File: src/rtl/bus_traffic_seq.sv
// rtl/bus_traffic_seq.sv - NUM_CH-channel write-write-read bus traffic generator with read-back self-check; optional watchdog macro BUS_TRAFFIC_SEQ_TIMEOUT_EN
module bus_traffic_seq #(
  parameter int ADDR_WIDTH           = 16,
  parameter int DATA_WIDTH           = 8,
  parameter int SLAVE_MEM_ADDR_WIDTH = 12,
  parameter int NUM_CH               = 2,
  parameter int ITER                 = 10,
  parameter int START_PULSE          = 2,
  parameter int GAP_CYCLES           = 2,
  parameter int TIMEOUT_CYCLES       = 1024
) (
  input  logic                         clk,
  input  logic                         rst,
  input  logic                         go,
  input  logic [NUM_CH-1:0]            ch_ready,
  input  logic [NUM_CH-1:0]            ch_rvalid,
  input  logic [NUM_CH*DATA_WIDTH-1:0] ch_rdata,
  output logic [NUM_CH-1:0]            ch_start,
  output logic [NUM_CH-1:0]            ch_mode,
  output logic [NUM_CH*ADDR_WIDTH-1:0] ch_addr,
  output logic [NUM_CH*DATA_WIDTH-1:0] ch_wdata,
  output logic                         busy,
  output logic                         done,
  output logic                         pass,
  output logic [7:0]                   err_count,
  output logic [7:0]                   iter_count
);

  localparam int DEV_W     = ADDR_WIDTH - SLAVE_MEM_ADDR_WIDTH;
  localparam int BUSY_WAIT = START_PULSE + 4;
  localparam int MAX_A     = (BUSY_WAIT > GAP_CYCLES) ? BUSY_WAIT : GAP_CYCLES;
  localparam int MAX_CNT   = (MAX_A > TIMEOUT_CYCLES) ? MAX_A : TIMEOUT_CYCLES;
  // One counter per channel measures pulse, gap, ready-wait and watchdog time.
  localparam int CW        = $clog2(MAX_CNT + 1);

  localparam logic [CW-1:0] CNT_ONE    = CW'(1);
  localparam logic [CW-1:0] PULSE_LAST = CW'(START_PULSE - 1);
  localparam logic [CW-1:0] BUSY_LAST  = CW'(BUSY_WAIT - 1);
  localparam logic [CW-1:0] GAP_LAST   = CW'((GAP_CYCLES > 0) ? GAP_CYCLES - 1 : 0);
  localparam logic [7:0]    K_LAST     = 8'(ITER - 1);
`ifdef BUS_TRAFFIC_SEQ_TIMEOUT_EN
  localparam logic [CW-1:0] TO_LAST    = CW'(TIMEOUT_CYCLES - 1);
`endif

  typedef enum logic [2:0] {
    S_IDLE, S_WAIT_RDY, S_ISSUE, S_WAIT_BUSY, S_WAIT_DONE, S_GAP, S_FIN
  } state_e;

  typedef enum logic [1:0] {ST_W0, ST_W1, ST_RD} step_e;

  logic              go_q, busy_q, busy_d, done_q, done_d, pass_q, pass_d;
  logic [7:0]        err_q, err_d, iter_q, iter_d, err_sat;
  logic [8:0]        err_sum, err_tot;
  logic              start_run, all_fin, iter_inc;
  logic [NUM_CH-1:0] fin_vec, err_vec;

  assign start_run = go & ~go_q & ~busy_q;
  assign all_fin   = busy_q & (&fin_vec);

  generate
    for (genvar c = 0; c < NUM_CH; c++) begin : g_ch
      state_e                          state_q, state_d;
      step_e                           step_q, step_d;
      logic [7:0]                      k_q, k_d;
      logic [CW-1:0]                   cnt_q, cnt_d;
      logic                            got_q, got_d;
      logic [DATA_WIDTH-1:0]           rd_q, rd_d;
      logic                            err, adv, rd_done, active, in_req;
      logic [31:0]                     k2;
      logic [DATA_WIDTH-1:0]           d0, rdata_c;
      logic [DEV_W-1:0]                dev;
      logic [SLAVE_MEM_ADDR_WIDTH-1:0] off;

      assign rdata_c = ch_rdata[c*DATA_WIDTH +: DATA_WIDTH];
      assign k2      = {23'd0, k_q, 1'b0};
      assign d0      = DATA_WIDTH'(32'(32 * c) + k2);
      assign dev     = DEV_W'(c + 1);
      assign off     = SLAVE_MEM_ADDR_WIDTH'(k2 + {31'd0, step_q == ST_W1});
      assign active  = (state_q != S_IDLE) && (state_q != S_FIN);
      assign in_req  = (state_q == S_ISSUE) || (state_q == S_WAIT_BUSY) || (state_q == S_WAIT_DONE);

      // Channel sequencing: request handshake, step/iteration advance and read check.
      always_comb begin
        state_d = state_q;
        step_d  = step_q;
        k_d     = k_q;
        cnt_d   = cnt_q;
        got_d   = got_q;
        rd_d    = rd_q;
        err     = 1'b0;
        adv     = 1'b0;
        rd_done = 1'b0;

        // Only the first read response of a read step is kept.
        if (in_req && step_q == ST_RD && ch_rvalid[c] && !got_q) begin
          got_d = 1'b1;
          rd_d  = rdata_c;
        end

        case (state_q)
          S_IDLE: begin
            if (start_run) begin
              state_d = S_WAIT_RDY;
              step_d  = ST_W0;
              k_d     = 8'd0;
              cnt_d   = '0;
              got_d   = 1'b0;
            end
          end
          S_WAIT_RDY: begin
            got_d = 1'b0;
            if (ch_ready[c]) begin
              state_d = S_ISSUE;
              cnt_d   = '0;
            end
          end
          S_ISSUE: begin
            if (cnt_q == PULSE_LAST) begin
              state_d = S_WAIT_BUSY;
              cnt_d   = '0;
            end else begin
              cnt_d = cnt_q + CNT_ONE;
            end
          end
          S_WAIT_BUSY: begin
            // An adapter that never drops ready is treated as having finished instantly.
            if (!ch_ready[c] || cnt_q == BUSY_LAST) begin
              state_d = S_WAIT_DONE;
              cnt_d   = '0;
            end else begin
              cnt_d = cnt_q + CNT_ONE;
            end
          end
          S_WAIT_DONE: begin
            if (ch_ready[c]) begin
              // A response arriving in the exit cycle still counts.
              if (step_q == ST_RD) begin
                err = got_q ? (rd_q != d0) : !(ch_rvalid[c] && rdata_c == d0);
              end
              cnt_d = '0;
              if (GAP_CYCLES == 0) adv = 1'b1;
              else state_d = S_GAP;
            end
          end
          S_GAP: begin
            if (cnt_q == GAP_LAST) adv = 1'b1;
            else cnt_d = cnt_q + CNT_ONE;
          end
          S_FIN: begin
            if (all_fin) state_d = S_IDLE;
          end
          default: state_d = S_IDLE;
        endcase

        if (adv) begin
          state_d = S_WAIT_RDY;
          cnt_d   = '0;
          case (step_q)
            ST_W0:   step_d = ST_W1;
            ST_W1:   step_d = ST_RD;
            default: begin
              step_d  = ST_W0;
              rd_done = 1'b1;
              if (k_q == K_LAST) state_d = S_FIN;
            end
          endcase
        end

        if (rd_done) k_d = k_q + 8'd1;

`ifdef BUS_TRAFFIC_SEQ_TIMEOUT_EN
        // Watchdog: the shared counter restarts on every state change.
        if ((state_q == S_WAIT_RDY || state_q == S_WAIT_BUSY || state_q == S_WAIT_DONE)
            && state_d == state_q) begin
          if (cnt_q == TO_LAST) begin
            state_d = S_FIN;
            err     = 1'b1;
            cnt_d   = '0;
          end else begin
            cnt_d = cnt_q + CNT_ONE;
          end
        end
`endif
      end

      // Channel state registers.
      always_ff @(posedge clk or posedge rst) begin
        if (rst) begin
          state_q <= S_IDLE;
          step_q  <= ST_W0;
          k_q     <= 8'd0;
          cnt_q   <= '0;
          got_q   <= 1'b0;
          rd_q    <= '0;
        end else begin
          state_q <= state_d;
          step_q  <= step_d;
          k_q     <= k_d;
          cnt_q   <= cnt_d;
          got_q   <= got_d;
          rd_q    <= rd_d;
        end
      end

      assign ch_start[c] = (state_q == S_ISSUE);
      assign ch_mode[c]  = active && (step_q != ST_RD);
      assign ch_addr[c*ADDR_WIDTH +: ADDR_WIDTH] = active ? {dev, off} : '0;
      assign ch_wdata[c*DATA_WIDTH +: DATA_WIDTH] =
        (active && step_q == ST_W0) ? d0 :
        (active && step_q == ST_W1) ? d0 + DATA_WIDTH'(1) : '0;
      assign fin_vec[c] = (state_q == S_FIN);
      assign err_vec[c] = err;

      if (c == 0) begin : g_iter
        assign iter_inc = rd_done;
      end
    end
  endgenerate

  // Sum this cycle's channel errors into the saturating total.
  always_comb begin
    err_sum = 9'd0;
    for (int i = 0; i < NUM_CH; i++) begin
      err_sum = err_sum + {8'd0, err_vec[i]};
    end
    err_tot = {1'b0, err_q} + err_sum;
    err_sat = err_tot[8] ? 8'hFF : err_tot[7:0];
  end

  // Run control: start on go rising edge, finish when every channel is in FIN.
  always_comb begin
    busy_d = busy_q;
    done_d = done_q;
    pass_d = pass_q;
    err_d  = err_sat;
    iter_d = iter_q + {7'd0, iter_inc};
    if (start_run) begin
      busy_d = 1'b1;
      done_d = 1'b0;
      pass_d = 1'b0;
      err_d  = 8'd0;
      iter_d = 8'd0;
    end else if (all_fin) begin
      busy_d = 1'b0;
      done_d = 1'b1;
      pass_d = (err_q == 8'd0);
    end
  end

  // Run status registers.
  always_ff @(posedge clk or posedge rst) begin
    if (rst) begin
      go_q   <= 1'b0;
      busy_q <= 1'b0;
      done_q <= 1'b0;
      pass_q <= 1'b0;
      err_q  <= 8'd0;
      iter_q <= 8'd0;
    end else begin
      go_q   <= go;
      busy_q <= busy_d;
      done_q <= done_d;
      pass_q <= pass_d;
      err_q  <= err_d;
      iter_q <= iter_d;
    end
  end

  assign busy       = busy_q;
  assign done       = done_q;
  assign pass       = pass_q;
  assign err_count  = err_q;
  assign iter_count = iter_q;

endmodule
File: config.mk
export PLATFORM = sky130hd
export DESIGN_NAME = bus_traffic_seq
export DESIGN_NICKNAME = d
export VERILOG_FILES = /design/src/rtl/bus_traffic_seq.sv
export SDC_FILE = /design/constraint.sdc
export NUM_CORES = 1
export LEC_CHECK = 0
export BUFFER_PORTS_ARGS = -buffer_cell sky130_fd_sc_hd__buf_2
export CAP_MARGIN = 20
export CELL_PAD_IN_SITES_DETAIL_PLACEMENT = 1
export CELL_PAD_IN_SITES_GLOBAL_PLACEMENT = 1
export CORE_ASPECT_RATIO = 0.5
export CORE_UTILIZATION = 30
export DETAILED_ROUTE_END_ITERATION = 7
export HOLD_SLACK_MARGIN = 0.1
export PLACE_DENSITY = 0.64
export SYNTH_ARGS = -nofsm -noshare
export SYNTH_HDL_FRONTEND = slang
export SYNTH_SLANG_ARGS = --single-unit
File: constraint.sdc
create_clock -name clk -period 3.4 [get_ports clk]
set_input_delay 0.85 -clock clk [delete_from_list [all_inputs] [get_ports clk]]
set_output_delay 0.85 -clock clk [all_outputs]
set_load 0.02 [all_outputs]
==> metrics.txt, run 1 <==
Yosys cell types 66; fraction of registers with async set/reset 100.0%; total track usage 15.93%; Max stage delay on crit path between 400 and 500 ps; max frequency 321.2 MHz; Max rail drop VDD slightly below 400 uV; Final nets 699; initial antenna violation count 0; row cnt 34; Final Max Slew Viols 0; Max-cap violations 0; setup violators final 0; Post-route DRC 0; Startpoint Class flip-flop; post-synthesis cell count between 500 and 600; Seq/Total Area, Yosys 40.37%; Placed Cells 885; DP HPWL 10050 microns; Avg Cell Area, Syn 9.036 sq um; Die Wd 190.5 microns; Initial Util 30.64%; Critical-path top delay cell dfrtp_1; Worst Skew approximately 11 ps; PortBufs 81; CP endpoint kind flip-flop; TritonCTS Buffers 9; Worst EP required 3630 ps; Primary FF master, synth dfrtp_1; warnings from Yosys 0; CTS tree built; Static Leak roughly 2.8 nW; Setup Fix Bufs, Post-CTS 0; n_diodes 0; Die ar. 18340 sq um; clk buf depth 2; Fin. Hold Viols 0; H-tree depth 3; share of cells above drive strength 1 22.94%; overall power 5.430 mW; Area Overhead vs Synth 17.55%; grt ovf 0; Pre-antenna DRT Iters 6; CTS sink cnt 86; worst-path fanout max 8; status complete, no violations; critical-path cell list ha_1 -> xnor2_1 -> xor2_1 -> nand4_1 -> nor4_2 -> nor3_1 -> fa_1 -> ha_1 -> and3_1 -> and3_1 -> nand3_2 -> a21oi_1; power per cell area 866.3 nW/um^2; Antenna Violating Nets Remaining 0; first-pass GRT wire length 23090 microns; fin crit share between 90% and 100%; largest net degree at the start of global routing 44; clock root buffer clkbuf_16; post-route setup TNS 0 ps; WL final 14120 microns; GP Congestion 0.7704; IO Pins 94; Slew @ Worst Pin just over 800 ps; Post-synth EDFFs 0; Yosys reg bits 86; Routed wire per std cell 15.67 microns; post-synthesis cell area 5331 sq um; RSZ-0062 raised after global routing false; Setup CP Type reg2reg; min-delay worst type reg2reg; Reg clk slew, reported paths 70 ps; Min Clock Period, post-route approximately 3100 ps; Core ar. 17400 sq um; vias in the first global route 4434; Vert. Die Dim 96.27 microns; vias after detailed routing around 4.5k; non-filler instance count after layout 901; Worst-Skew Late Latency 350 ps; via/cell ratio between 4 and 5; Relative slew margins 45.72%; Worst Path Arrival 3340 ps; WHS just under 500 ps; iteration-0 DRC count of the detailed router between 100 and 150
==> cells in the mapped netlist (4+ instances only) <==
library cell / n / area (sq um)
a21oi_1: 32 / 160.2
buf_2: 5 / 25.02
nand3_1: 30 / 150.1
buf_4: 14 / 105.1
o21ai_0: 36 / 180.2
a21o_1: 6 / 45.04
nor2b_1: 25 / 156.4
or3_1: 12 / 75.07
ha_1: 13 / 162.7
nor2_1: 38 / 142.6
mux2_2: 17 / 191.4
nand4_1: 11 / 68.82
and3_1: 9 / 56.30
nor3_1: 16 / 80.08
xor2_1: 18 / 157.7
or2_2: 5 / 31.28
nor3b_1: 4 / 30.03
nor4_1: 6 / 37.54
and2_1: 18 / 112.6
dfrtp_1: 86 / 2152
inv_1: 29 / 108.9
a31oi_1: 6 / 37.54
clkbuf_1: 25 / 93.84
xnor2_1: 25 / 219.0
o31ai_1: 6 / 45.04
a22o_1: 4 / 35.03
nand2_1: 30 / 112.6
nand2b_1: 5 / 31.28
==> per-layer routing <==
metal	vias up	track usage, %	part of all wire [%]
met5	-	0	0
met4	0	3.600	0.84
met3	12	3.172	3.1
met2	69	25.82	46
met1	2194	21.90	50
li1	2182	-	-
==> cells in the final DEF (no fill, tap or decap), types with 11 or more instances in the layout <==
| cell | synthesis | final |
|---|---|---|
| or3_1 | 12 | 12 |
| buf_4 | 14 | 16 |
| o21ai_0 | 36 | 36 |
| ha_1 | 13 | 13 |
| nand3_1 | 30 | 29 |
| xor2_1 | 18 | 18 |
| inv_1 | 29 | 28 |
| buf_2 | 5 | 81 |
| conb_1 | 1 | 12 |
| nor2b_1 | 25 | 24 |
| and2_1 | 18 | 18 |
| nand4_1 | 11 | 11 |
| mux2_2 | 17 | 17 |
| xnor2_1 | 25 | 25 |
| dfrtp_1 | 86 | 86 |
| nor2_1 | 38 | 38 |
| a21oi_1 | 32 | 32 |
| nor3_1 | 16 | 16 |
| nand2_1 | 30 | 30 |
==> power by group <==
| part | internal, mW | total [mW] | switching [mW] | leakage (nW) |
|---|---|---|---|---|
| Sequential | 1.34 | 1.82 | 0.479 | 1.09 |
| Combinational | 1.09 | 2.63 | 1.54 | 1.60 |
| Clock | 0.535 | 0.982 | 0.447 | 0.138 |
==> metrics by stage <==
step | util (%) | instance area (sq um) | setup slack [ps]
floorplan | - | 5373 | 328.2
global placement | 34.29 | 5967 | 97.58
detailed placement | 34.29 | 5967 | -49.73
CTS | 35.94 | 6254 | 56.72
global route | 36.02 | 6267 | 32.39
finish | 36.02 | 6267 | 286.6
==> final timing paths <==
kind                                     start             end  slack, ps  depth (start not counted)
worst max-delay path            g_ch[1].k_q[4]    err_count[0]        290                         12
worst min-delay path                      done            done        490                          1
worst max register to register  g_ch[1].k_q[4]    err_count[0]        290                         12
worst min register to register            done            done        490                          1
max in group asynchronous                  rst  g_ch[0].k_q[7]       2000                          3
min in group asynchronous                  rst   iter_count[6]        630                          2
==> sequential cells by signal, indices dropped and copies added, names as in the netlist, 2 cells and up <==
signal / count
g_ch.cnt_q: 22
g_ch.k_q: 16
g_ch.rd_q: 16
err_count: 8
iter_count: 8
g_ch.state_q: 6
g_ch.step_q: 4
g_ch.got_q: 2
==> final cells by class <==
cell class              instances  area [sq um]
fillers                      2051         11130
clock buffers                  11         252.7
multi-input cells             438          2880
well taps                     234         292.8
inverters                      29         110.1
flip-flops and latches         86          2152
repair buffers                 98         545.5
clock inverters                 5         33.78
==> critical path, delay by kind of cell (launching register included) <==
family / cells / cell delay (ps)
and+or+nand+nor: 6 / 1100
adders and majority gates: 3 / 890
DFF: 1 / 480
xor gates and xnor gates: 2 / 430
AOI/OAI and AO/OA: 1 / 90
==> logic make-up after synthesis <==
| logic type | count (synthesis) | synth area share, % |
|---|---|---|
| AND/OR/NAND/NOR | 230 | 24.13 |
| flip-flops | 86 | 40.37 |
| buffers and inverters | 77 | 6.735 |
| AO/OA/AOI/OAI | 118 | 13.78 |
| multiplexers | 21 | 4.435 |
| XOR/XNOR | 43 | 7.064 |
| other | 1 | 0.07034 |
| adder cells (fa/ha/maj) | 14 | 3.427 |
==> what timing repair did <==
action | in CTS | in global routing
endpoints found under the hold margin | 0 | 0
hold buffers | 0 | 0
setup endpoints to repair | 0 | 9
gates resized for setup | 0 | 3
No activity file was read; power rests on OpenSTA's default activity.
==> run 2, diff against run 1 <==
CORE_ASPECT_RATIO = 1.25   (was 0.5)
CTS_CLUSTER_SIZE = 24   (was not set)
PLACE_DENSITY = 0.66   (was 0.64)
clock period = 2.6 ns   (was 3.4 ns; I/O delays follow)
==> metrics.txt, run 2 (synthesis gave the netlist of run 1 again) <==
status finished with violations; failing checks negative setup slack; Die Wd 121.2 microns; Max rail drop VDD between 400 and 500 uV; Max stage delay on crit path 410 ps; Internal 4.275 mW; first-pass GRT wire length 24490 microns; Static Leak a little over 3 nW; non-filler instance count after layout 924; commonest non-fill, non-tap cell in the layout dfrtp_1; Reg clk slew, reported paths 60 ps; Area Overhead vs Synth 25.02%; Antenna Violating Nets Remaining 0; fin crit share 101.6%; PortBufs ~80; final setup margin -41.43 ps; most frequent cells in the layout dfrtp_1 (85), buf_2 (81), buf_4 (47), nor2_1 (37), o21ai_0 (35); Buf/Inv on CP 1; H-tree depth 3; Die ar. 18310 sq um; Final Max Slew Viols 0; grt ovf 0; met1 usage 20.52%; Initial Util 30.58%; WL final 14700 microns; Gate power share 52.7%; Startpoint Class flip-flop; critical-path cell list ha_2 -> xnor2_2 -> buf_4 -> xnor2_2 -> nor4_2 -> nor3_2 -> fa_2 -> ha_4 -> and3_4 -> and3_4 -> nand3_4 -> a21oi_1; total track usage 17.01%; Top Usage Layer GRT met2; NetSw 3.313 mW; Slew @ Worst Pin a little over 800 ps; RSZ-0062 raised after global routing true; Layout Utilization 38.24%; n_diodes 0; GR Util met2 30.43%; Worst EP required approximately 2800 ps; Min Clock Period, post-route 2641 ps; Worst Path Arrival roughly 2900 ps; power per cell area about 1100 nW/um^2; Max-cap violations 0; Vert. Die Dim approximately 150 microns; iteration-0 DRC count of the detailed router 105; Sequential Power Share a little under 30%; Fin. Hold Viols 0; TritonCTS Buffers 9; largest net degree at the start of global routing 54; Hold-fix buffers, CTS 0; Worst-Skew Late Latency roughly 350 ps; Largest regs g_ch.cnt_q (22), g_ch.k_q (16), g_ch.rd_q (16); Final nets roughly 730; CP endpoint kind flip-flop; Placed Cells between 900 and 1k; worst-path fanout max 6; row cnt between 50 and 60; power share of the clock group 18.3%; Core ar. 17430 sq um; vias in the first global route 4935; fin area 6665 sq um; CTS sink cnt between 80 and 90; Most flops, register g_ch.cnt_q; via/cell ratio 5.055; max FFs per register 22; Relative slew margins 45.37%; GP Congestion 0.7921; IO Pins 94; fill cell count about 2.1k; grt met3 use 2.786%; Worst Skew 3.841 ps; setup violators final 7; DP HPWL 11120 microns; clock root buffer clkbuf_16; vias after detailed routing about 4.7k; CTS tree built; Post-route DRC 0; clk buf depth 2; Setup CP Type reg2reg; placed cell area 6242 sq um; overall power 7.588 mW; Switching Share a little over two fifths; share of cells above drive strength 1 29.14%; Pre-antenna DRT Iters 4; initial antenna violation count 0; Routed wire per std cell 15.91 microns; flop2flop setup slack -40 ps; CP delay by family, top simple AND/OR/NAND/NOR gates; Critical-path top delay cell dfrtp_1; min-delay worst type in2async; pre-CTS setup slack -268.8 ps; max frequency 378.6 MHz
==> run 2: metal layers <==
metal  vias up  wire (microns)
li1       2240               -
met4         0             284
met2        62            7697
met1      2352            6320
met5         -               0
met3        17             396
==> run 2: power groups by stage <==
stage	registers (mW)	clock network [mW]	logic [mW]
after global placement	2.19	0	3.79
after global routing	2.27	1.48	4.39
after detailed placement	2.22	0	3.92
after floorplan	2.10	0	2.71
final	2.20	1.39	4.00
after CTS	2.20	1.44	4.00
==> run 2: worst paths after layout <==
path / startpoint / to / cells past startpoint
max in group asynchronous: rst / g_ch[0].state_q[2] / 3
hold reg to reg: g_ch[0].cnt_q[10] / g_ch[0].cnt_q[10] / 1
setup reg to reg: g_ch[1].k_q[4] / err_count[0] / 12
hold / removal: rst / g_ch[1].cnt_q[7] / 3
min in group clk: go / go_q / 1
setup / recovery: g_ch[1].k_q[4] / err_count[0] / 12
==> run 2: metrics by stage <==
stage / setup TNS (ps) / hold WS [ps]
2_1_floorplan: 0 / 453.8
3_3_place_gp: -1402 / 493.2
3_5_place_dp: -1866 / 494.0
4_1_cts: -199.8 / 378.5
5_1_grt: -941.3 / 402.2
6_report: -203.4 / 371.7
==> run 2: layout make-up <==
type / instances / area [sq um] / share of cell area [%]
clock buffer: 9 / 225.2 / 3.379
clock inverter: 7 / 88.84 / 1.333
timing repair buffer: 131 / 809.5 / 12.15
tap: 224 / 280.3 / 4.205
inverter: 29 / 112.6 / 1.690
multi-input combinational: 438 / 2995 / 44.94
sequential: 86 / 2153 / 32.31
==> run 2: repair_timing <==
item / CTS / global route
pin swaps: 2 / 0
buffers inserted: 1 / 0
gates resized for setup: 13 / 7
setup endpoints to repair: 18 / 31
==> run 2: worst min-delay path, cell delays in order <==
cell        delay (ps)
buf_2              110
clkinvlp_4         100
buf_12             220
==> run 3, diff against run 2 <==
CTS_BUF_LIST = sky130_fd_sc_hd__clkbuf_8   (was not set)
==> metrics.txt, run 3 (synthesis gave the netlist of run 1 again) <==
status finished with violations; failing checks negative setup slack; min-delay worst type in2async; reg2reg start g_ch[1].k_q[4]; CTS tree built; flop2flop setup slack -100 ps; Antenna Violating Nets Remaining 0; grt ovf 0; iteration-0 DRC count of the detailed router 149; Most flops, register g_ch.cnt_q; Max-cap violations 0; Final Max Slew Viols 0; FF-to-FF End err_count[0]; setup violators final 7; Core ar. around 17000 sq um; vias in the first global route 4926; IO Pins 94; H-tree depth 3; DP HPWL 11120 microns; overall power around 7.3 mW; via/cell ratio 5.070; clock root buffer clkbuf_8; Pre-antenna DRT Iters 4; WL final 14790 microns; total track usage about 17%; TritonCTS Buffers 9; vias after detailed routing 4685; Startpoint Class flip-flop; Worst EP required 2870 ps; Static Leak between 2 and 3 nW; Worst Skew 10.47 ps; commonest non-fill, non-tap cell in the layout dfrtp_1; Min Clock Period, post-route roughly 2700 ps; first-pass GRT wire length approximately 25000 microns; Setup CP Type reg2reg; power per cell area about 1100 nW/um^2; placed cell area roughly 6200 sq um; Fin. Hold Viols 0; Post-route DRC 0; worst-path fanout max 6; Vert. Die Dim 151.0 microns; Initial Util between 30% and 40%; Slew @ Worst Pin between 800 and 900 ps; largest net degree at the start of global routing 54; RSZ-0062 raised after global routing true; Hold-fix buffers, CTS 0; Reg clk slew, reported paths 90 ps; non-filler instance count after layout 924; Area Overhead vs Synth 23.63%; CTS sink cnt 86; n_diodes 0; fin crit share 103.7%; row cnt 54; max frequency 370.8 MHz; Die ar. 18310 sq um; Die Wd approximately 120 microns; CP endpoint kind flip-flop; final setup margin -97.16 ps; GP Congestion 0.7921; PortBufs 81; Placed Cells 907; Max rail drop VDD roughly 420 uV; initial antenna violation count 0; Worst Path Arrival 2960 ps; most frequent cells in the layout dfrtp_1 (85), buf_2 (81), buf_4 (47), nor2_1 (36), o21ai_0 (35); Largest regs g_ch.cnt_q (22), g_ch.k_q (16), g_ch.rd_q (16); Worst-Skew Late Latency 390 ps; FF-to-FF path depth 12; share of cells above drive strength 1 30.00%; Relative slew margins 44.02%; Final nets 732; Routed wire per std cell 16.01 microns; post-route setup TNS -493.0 ps; max FFs per register 22; clk buf depth 2; fin area 6591 sq um
==> run 3: cell counts in the layout (fill, tap and decap cells not counted) <==
Identical to the previous run, type by type.
==> run 3: power breakdown <==
group          switching, mW  internal (mW)  leakage, nW  total [mW]
sequential             0.447           1.75         1.09        2.20
combinational           2.33           1.70         1.77        4.03
clock                  0.530          0.536        0.113        1.07
total                   3.31           3.98         2.98        7.29
==> run 3: final cells by class <==
cell class / instances / area, sq um
timing repair buffer: 131 / 809.5
clock buffer: 9 / 123.9
fill: 2113 / 10840
multi-input combinational: 438 / 3023
inverter: 29 / 112.6
tap: 224 / 280.3
clock inverter: 7 / 88.84
sequential: 86 / 2153
==> run 3: worst max path at each step <==
stage,startpoint,endpoint,slack (ps),depth (start not counted)
after floorplan,ch_rdata[13],err_count[6],30,11
after global placement,ch_rdata[13],err_count[6],-210,12
after detailed placement,ch_rdata[13],err_count[0],-270,12
after CTS,g_ch[1].k_q[4],err_count[0],-70,12
after global routing,g_ch[1].k_q[4],err_count[0],-170,12
final,g_ch[1].k_q[4],err_count[0],-100,12
==> run 3: metal layers <==
layer | global-route usage (%) | routed length (microns) | vias to the layer above | part of all wire (%)
li1 | - | - | 2240 | -
met1 | 20.71 | 6391 | 2358 | 43
met2 | 30.00 | 7725 | 69 | 52
met3 | 2.523 | 391 | 18 | 2.6
met4 | 7.099 | 283 | 0 | 1.9
met5 | 0 | 0 | - | 0
==> run 3: through the flow <==
| stage | hold slack (ps) | utilization (%) | setup WS, ps |
|---|---|---|---|
| floorplan | 453.8 | - | 33.62 |
| global placement | 493.2 | 35.81 | -211.9 |
| detailed placement | 494.0 | 35.81 | -268.8 |
| CTS | 327.2 | 37.56 | -71.01 |
| global route | 356.0 | 37.81 | -171.9 |
| finish | 330.4 | 37.81 | -97.16 |
==> run 3: worst max-delay path, cell delays in order, from the launching register on <==
cell and delay [ps]:
dfrtp_1 420, ha_2 220, xnor2_2 140, buf_4 150
xnor2_2 130, nor4_2 270, nor3_2 90, fa_2 370
ha_4 170, and3_4 170, and3_4 200, nand3_4 130
a21oi_1 90
==> run 3: repair_timing <==
item	in CTS	in global routing
gates resized for setup	18	9
pin swaps	1	0
buffers inserted	1	0
endpoints found under the setup margin	23	24
